**src/rtl/hazard_pkg.sv**
```systemverilog
// Shared types for the hazard controller: per-stage destination records.
// A bubble is an all-zero record.
package hazard_pkg;

  typedef struct packed {
    logic       valid;
    logic [4:0] rd;
    logic       regwrite;
    logic       memread;
    logic       memwrite;
  } stage_t;

  localparam stage_t BUBBLE = '0;

endpackage

```
**src/rtl/hazard_control_sat_counter.sv**
```systemverilog
// Saturating up-counter with synchronous active-low reset.
// Sticks at all-ones once full.
module sat_counter #(
  parameter int W = 32
) (
  input  logic         clk,
  input  logic         rst_n,
  input  logic         inc,
  output logic [W-1:0] count
);

  always_ff @(posedge clk) begin
    if (!rst_n) begin
      count <= '0;
    end else if (inc && (count != '1)) begin
      count <= count + W'(1);
    end
  end

endmodule

```
**src/rtl/hazard_control.sv**
```systemverilog
// Hazard and stage-tracking controller for the 5-stage core.
// Shadows EX/MEM/WB destinations and issues stall/bubble/flush.
module hazard_control
  import hazard_pkg::*;
#(
  parameter int CNT_W = 32
) (
  input  logic             clk,
  input  logic             rst_n,
  input  logic             id_valid,
  input  logic [4:0]       id_rs0,
  input  logic [4:0]       id_rs1,
  input  logic             id_uses_rs0,
  input  logic             id_uses_rs1,
  input  logic [4:0]       id_rd,
  input  logic             id_regwrite,
  input  logic             id_memread,
  input  logic             id_memwrite,
  input  logic             ex_branch_taken,
  input  logic             mem_busy,
  output logic             stall_if,
  output logic             stall_id,
  output logic             bubble_ex,
  output logic             flush_id,
  output logic             freeze_back,
  output logic [4:0]       ex_rd,
  output logic             ex_regwrite,
  output logic [4:0]       mem_rd,
  output logic             mem_regwrite,
  output logic [4:0]       wb_rd,
  output logic             wb_regwrite,
  output logic [CNT_W-1:0] stall_count
);

  stage_t ex_q, mem_q, wb_q;
  stage_t id_rec;
  logic   mem_wait, load_use;
  logic   rs0_hit, rs1_hit;

  assign mem_wait = mem_busy & mem_q.valid
                  & (mem_q.memread | mem_q.memwrite);

  assign rs0_hit = id_uses_rs0 & (id_rs0 == ex_q.rd);
  assign rs1_hit = id_uses_rs1 & (id_rs1 == ex_q.rd);

  assign load_use = id_valid & ex_q.valid & ex_q.memread
                  & ex_q.regwrite & (ex_q.rd != 5'd0)
                  & (rs0_hit | rs1_hit);

  // Priority order matters: several terms may be true together.
  always_comb begin
    stall_if    = 1'b0;
    stall_id    = 1'b0;
    bubble_ex   = 1'b0;
    flush_id    = 1'b0;
    freeze_back = 1'b0;
    priority case (1'b1)
      mem_wait: begin
        stall_if    = 1'b1;
        stall_id    = 1'b1;
        freeze_back = 1'b1;
      end
      ex_branch_taken: begin
        flush_id  = 1'b1;
        bubble_ex = 1'b1;
      end
      load_use: begin
        stall_if  = 1'b1;
        stall_id  = 1'b1;
        bubble_ex = 1'b1;
      end
      default: ;
    endcase
  end

  always_comb begin
    id_rec = BUBBLE;
    if (id_valid && !ex_branch_taken && !load_use) begin
      id_rec.valid    = 1'b1;
      id_rec.rd       = id_rd;
      id_rec.regwrite = id_regwrite;
      id_rec.memread  = id_memread;
      id_rec.memwrite = id_memwrite;
    end
  end

  always_ff @(posedge clk) begin
    if (!rst_n) begin
      ex_q  <= BUBBLE;
      mem_q <= BUBBLE;
      wb_q  <= BUBBLE;
    end else if (!mem_wait) begin
      ex_q  <= id_rec;
      mem_q <= ex_q;
      wb_q  <= mem_q;
    end
  end

  assign ex_rd        = ex_q.valid ? ex_q.rd : 5'd0;
  assign ex_regwrite  = ex_q.valid & ex_q.regwrite;
  assign mem_rd       = mem_q.valid ? mem_q.rd : 5'd0;
  assign mem_regwrite = mem_q.valid & mem_q.regwrite;
  assign wb_rd        = wb_q.valid ? wb_q.rd : 5'd0;
  assign wb_regwrite  = wb_q.valid & wb_q.regwrite;

  sat_counter #(
    .W(CNT_W)
  ) u_stall_cnt (
    .clk  (clk),
    .rst_n(rst_n),
    .inc  (mem_wait | load_use),
    .count(stall_count)
  );

endmodule

```
**config.mk**
```make
export PLATFORM = sky130hd
export DESIGN_NAME = hazard_control
export DESIGN_NICKNAME = d
export VERILOG_FILES = /design/src/rtl/hazard_pkg.sv /design/src/rtl/hazard_control_sat_counter.sv /design/src/rtl/hazard_control.sv
export SDC_FILE = /design/constraint.sdc
export NUM_CORES = 1
export LEC_CHECK = 0
export BUFFER_PORTS_ARGS = -buffer_cell sky130_fd_sc_hd__buf_2
export CAP_MARGIN = 20
export CORE_ASPECT_RATIO = 0.5
export CORE_MARGIN = 2
export CORE_UTILIZATION = 40
export CTS_BUF_LIST = sky130_fd_sc_hd__clkbuf_4 sky130_fd_sc_hd__clkbuf_8
export DETAILED_ROUTE_END_ITERATION = 8
export GPL_TIMING_DRIVEN = 1
export PLACE_DENSITY = 0.62
export SETUP_SLACK_MARGIN = 0.05
export SLEW_MARGIN = 40
export SYNTH_ARGS = -nofsm -noshare
export SYNTH_HDL_FRONTEND = slang
export SYNTH_SLANG_ARGS = --single-unit
```
**constraint.sdc**
```tcl
create_clock -name clk -period 2 [get_ports clk]
set_input_delay 0.1 -clock clk [delete_from_list [all_inputs] [get_ports clk]]
set_output_delay 0.1 -clock clk [all_outputs]
set_load 0.03 [all_outputs]
```
Word level (Yosys, flattened, before mapping)
Cells that the tools add are included.

word-level totals
  register bits = 57
  input bits = 25
  output and inout port bits = 55
  word-level logic and storage cells = 51

cells by class
  add/subtract/negate cells = 1
  eq/ne operators = 3
  muxes and demuxes = 12
  bitwise logic cells = 15
  reductions and logical operators = 6

operators by type and width
  operator                 number
  $add A32 B1 Y32 const B  1
  $ne A32 B32 Y1 const B   1
  $mux W5                  3
  $and A1 B1 Y1            12
  $eq A5 B5 Y1             2
  $mux W9                  1
  $mux W1                  8
  $reduce_bool A5 Y1       1
  $logic_and A1 B1 Y1      3
  $or A1 B1 Y1             3
  $logic_not A1 Y1         2

Logic depth before layout (Yosys ltp)
  depth after elaboration = 8
  gate-level depth with buffers = 10
  depth with buffers taken out = 8

Modules after synthesis
A second synthesis with hierarchy kept.

unflattened totals
  cell total of the unflattened synthesis = 363
  area total of the unflattened synthesis = 3,064.2 um2

modules (own cells, without submodules)
  module          times used  cells each  area an instance (um2)  sequential area each (um2)
  sat_counter     1           200         1,704.1                 640.6
  hazard_control  1           163         1,360.1                 500.5

Worst setup path before layout
Ideal clock, no wire load.

  kind = register to output
  start = register ex_q[8] (netlist name)
  end = output stall_if
  data arrival time = 2,127 ps
  required time = 1,900 ps
  path slack = -227 ps
  stages on the path, launching flop included = 6
  path buffers = 1
  cell sequence = dfxtp_1 > and2_1 > o2111a_1 > nand2_1 > o21ai_0 > buf_4

between the ends
  longest elaborated chain between the ends = 8

ends and longest elaborated chain
  what                         line                  source
  start, declared              hazard_control.sv:35  stage_t ex_q, mem_q, wb_q;
  start signal, assigned       hazard_control.sv:93  ex_q <= id_rec;
  $and A1 B1 Y1 (2 in series)  hazard_control.sv:46  assign load_use = id_valid & ex_q.valid & ex_q.memread
  $and A1 B1 Y1 (2 in series)  hazard_control.sv:47  & ex_q.regwrite & (ex_q.rd != 5'd0)
  $and A1 B1 Y1                hazard_control.sv:48  & (rs0_hit | rs1_hit);
  $mux W1 (3 in series)        -
  end, declared                hazard_control.sv:21  output logic stall_if,

Every way passes these cells.

Worst setup path after layout
  start = register ex_q[4] (netlist name)
  end = register u_stall_cnt.count[6]

between the ends
  longest elaborated chain between the ends = 6
  elaborated cells on any way between the ends = 10
  classes of those cells = eq/ne (2); bitwise (6); reduce/logical (2)

ends and longest elaborated chain
  what                              line                                        source
  $eq A5 B5 Y1 (on tied branches)   hazard_control.sv:43, hazard_control.sv:44
  $and A1 B1 Y1 (on tied branches)  hazard_control.sv:43, hazard_control.sv:44
  $or A1 B1 Y1                      hazard_control.sv:48
  $and A1 B1 Y1 *                   hazard_control.sv:48
  $or A1 B1 Y1 *                    hazard_control.sv:111                       .inc (mem_wait | load_use),
  $logic_and A1 B1 Y1 *             hazard_control_sat_counter.sv:15            end else if (inc && (count != '1)) begin
  end signal, assigned              hazard_control_sat_counter.sv:16            count <= count + W'(1);
  end, declared                     hazard_control_sat_counter.sv:9             output logic [W-1:0] count

Mark *: on every way between the ends. The rest lies on a longest branch, timed or not.
A chain may end at the register's enable or synchronous reset.

==> flow_summary.toml <==
[logic_synthesis]
syn_inst = 327
synth.area.top_cells = "dfxtp_1, and2_1, nand2_1, xor2_1, a21boi_0"
ys_seq_elements = 57
yosys-top-cells-count = "dfxtp_1, nand2_1, and2_1, xor2_1, a21boi_0"
synth.distinct_cells = 42
ys_seq_area_frac = 0.403
netlist_area_um2 = 2830
yosys.area.top_type = "dfxtp_1"
synth_edf_count = 0
syn_avg_cell_area_um2 = 8.66
netlist.area_leader.share = 0.403
synth.most_common_cell = "dfxtp_1"
synthesis.nets = 353
synth_ff_type = "dfxtp_1"
synth-warning-count = 0
async_flop_share = 0

[timing]
finalMaxSlewViolations = 0
worst_pin_slew_ps = 471
fmaxAchievable_mhz = 459
maxSlewHeadroom = 0.686
fin_ws_ps = -177
hold_violations = 0
finClkSkew_ps = 6.89
min_period_ps = 2180
rsz0062_at_grt = "true"
final-setup-viol-count = 41
post-route-period-util = 1.09

[worst_setup_path]
rr_worst_depth = 8
critPathSlowestCell = "or4_1"
cp_data_required_time_ps = 2230
end_kind = "flop"
critPathArrivalTime_ps = 2410
worstPathMaxFanout = 25
critPathMaxStageDelay_ps = 500
cp_cell_sequence = "or4_1, o2111a_2, buf_4, a21oi_4, buf_12, nor4_1, xor2_1, and2_1"
start_kind = "flop"
crit_type = "reg -> reg"

[global_route]
grt_pass1_wl_um = 12100
antenna_found_initial = 0
track_usage = 0.199
grt_pass1_vias = 2684
overflow = 0
grt_max_degree = 44

[floorplan]
dieArea_um2 = 7810
fp.dieH_um = 63.5
coreArea_um2 = 6780
ioPinCount = 80
die_w_um = 123
initial_core_util = 0.418
row_count = 21

[placement]
place_area_um2 = 3680
port_buffers = 79
dp_cells = 530
place.gp.congestion = 0.800
dp_hpwl_um = 5230

[cells_and_area]
num-fill-cells = 615
area_delta_synth_final_pct = 45.6
finalNonFillerCells = 559
final_nets = 488
fin_area_um2 = 4130
drive_gt1_frac = 0.407
antenna_cells = 0

[clock_tree]
clock_latency_ps = 350
cts_buffers = 9
cts_tree = "built"
htreeDepth = 3
root_buffer = "clkbuf_8"
cts_num_sinks = 57
clk_pin_slew_worst_paths_ps = 60
cts_buffer_depth = 2

[route]
via_count = 2806
wire_per_inst_um = 13.3
drt-vias-per-instance = 5.02
drtIter0Drc = 158
drcViolationCount = 0
first_pass_iters = 4
drt_wl_total_um = 7440
drtAntennaViolNets = 0

[power]
p_int_mw = 1.77
switching_share = 0.230
pwr-share-comb = 0.070
cellLeakagePower_nw = 1.99
clock_power_share = 0.429
irDropWorstVdd_mv = 0.269
sequentialPowerShare = 0.501
p_sw_mw = 0.529
power_density_nw_per_um2 = 557

[outcome]
status = "complete, but fails checks"
violations = "setup timing"

[flow_run]
cap_violations = 0

[worst_hold_path]
hold_path_depth = 2
hold_path_class = "in -> reg"
-- stage by stage --
| step | hold slack [ps] | setup slack [ps] | util | power (mW) | TNS, ps |
|---|---|---|---|---|---|
| finish | 78.0 | -177 | 0.609 | 2.30 | -4140 |
| global route | 65.0 | -254 | 0.609 | 2.40 | -7050 |
| CTS | 16.1 | -169 | 0.592 | 2.31 | -3350 |
| global placement | 345 | -141 | 0.543 | 1.30 | -1190 |
| floorplan | 250 | 53.1 | - | 1.24 | 0 |
| detailed placement | 344 | -187 | 0.543 | 1.30 | -1580 |
-- final cells by class --
class                   instances  area, um2  share of cell area
well taps                      92        115              0.0279
clock inverters                 3       15.0             0.00364
multi-input cells             248       1680               0.406
flip-flops and latches         57       1170               0.285
repair buffers                142        965               0.234
inverters                       4       15.0             0.00364
clock buffers                  13        166              0.0403
-- per-layer routing --
metal | vias to the layer above | part of all wire | global-route usage
met3 | 9 | 0.051 | 0.0661
met1 | 1340 | 0.46 | 0.233
li1 | 1399 | - | -
met5 | - | 0 | 0
met4 | 0 | 0.014 | 0.0682
met2 | 58 | 0.48 | 0.343
-- worst paths after layout --
| check | from | to | slack, ps |
|---|---|---|---|
| max | ex_q[4] | u_stall_cnt.count[6] | -180 |
| min | id_rd[4] | ex_q[7] | 80 |
| max reg2reg | ex_q[4] | u_stall_cnt.count[6] | -180 |
| min reg2reg | wb_q[6] | wb_q[6] | 460 |
-- cells by family after synthesis --
logic type	after synthesis	share of synthesized area
AOI/OAI and AO/OA	37	0.107
xor gates and xnor gates	29	0.0897
adders and majority gates	1	0.00442
buffers and inverters	22	0.0375
DFF	57	0.403
muxes	10	0.0353
and+or+nand+nor	171	0.323
-- power by group through the flow --
stage	combinational [mW]	sequential [mW]	clock [mW]
detailed placement	0.125	1.18	0
global placement	0.122	1.18	0
finish	0.161	1.15	0.986
floorplan	0.0651	1.18	0
global route	0.175	1.15	1.07
CTS	0.141	1.15	1.02
-- flip-flops by register name, summed over array words and instances, names as in the netlist --
name               count
mem_q                  9
ex_q                   9
wb_q                   7
u_stall_cnt.count     32
-- critical path, delay by kind of cell (launching register included) --
family                    cells  cell delay [ps]
xor gates and xnor gates      1              160
AOI/OAI and AO/OA             2              440
buffers and inverters         2              330
DFF                           1              350
and+or+nand+nor               3              770
-- layout by cell type (no fill, tap or decap), types with 2 or more instances in the layout --
cell,instances
dfxtp_4,2
clkbuf_8,11
nor2_2,2
buf_12,3
a32o_1,8
nand4_1,15
and4_1,3
and2_1,40
dfxtp_1,35
nand3_1,14
nor2_1,6
inv_1,3
xnor2_1,8
a21boi_0,15
dlygate4sd3_1,7
o21ai_0,2
xnor2_2,2
buf_2,76
nand2_1,49
nor3_1,14
nand2b_1,11
a21oi_4,2
xor2_1,18
and3_1,2
clkinv_2,3
buf_6,9
nor4_1,3
buf_4,47
dfxtp_2,20
mux2i_1,10
clkbuf_4,2
-- timing repair --
item                                   in CTS  in global routing
buffers inserted                            3                  2
hold buffers                                7                  0
cloned                                      0                  1
endpoints found under the hold margin       7                  0
pin swaps                                   4                 14
gates resized for setup                    18                 17
setup endpoints to repair                  42                 44
(Power assumes the default switching activity.)
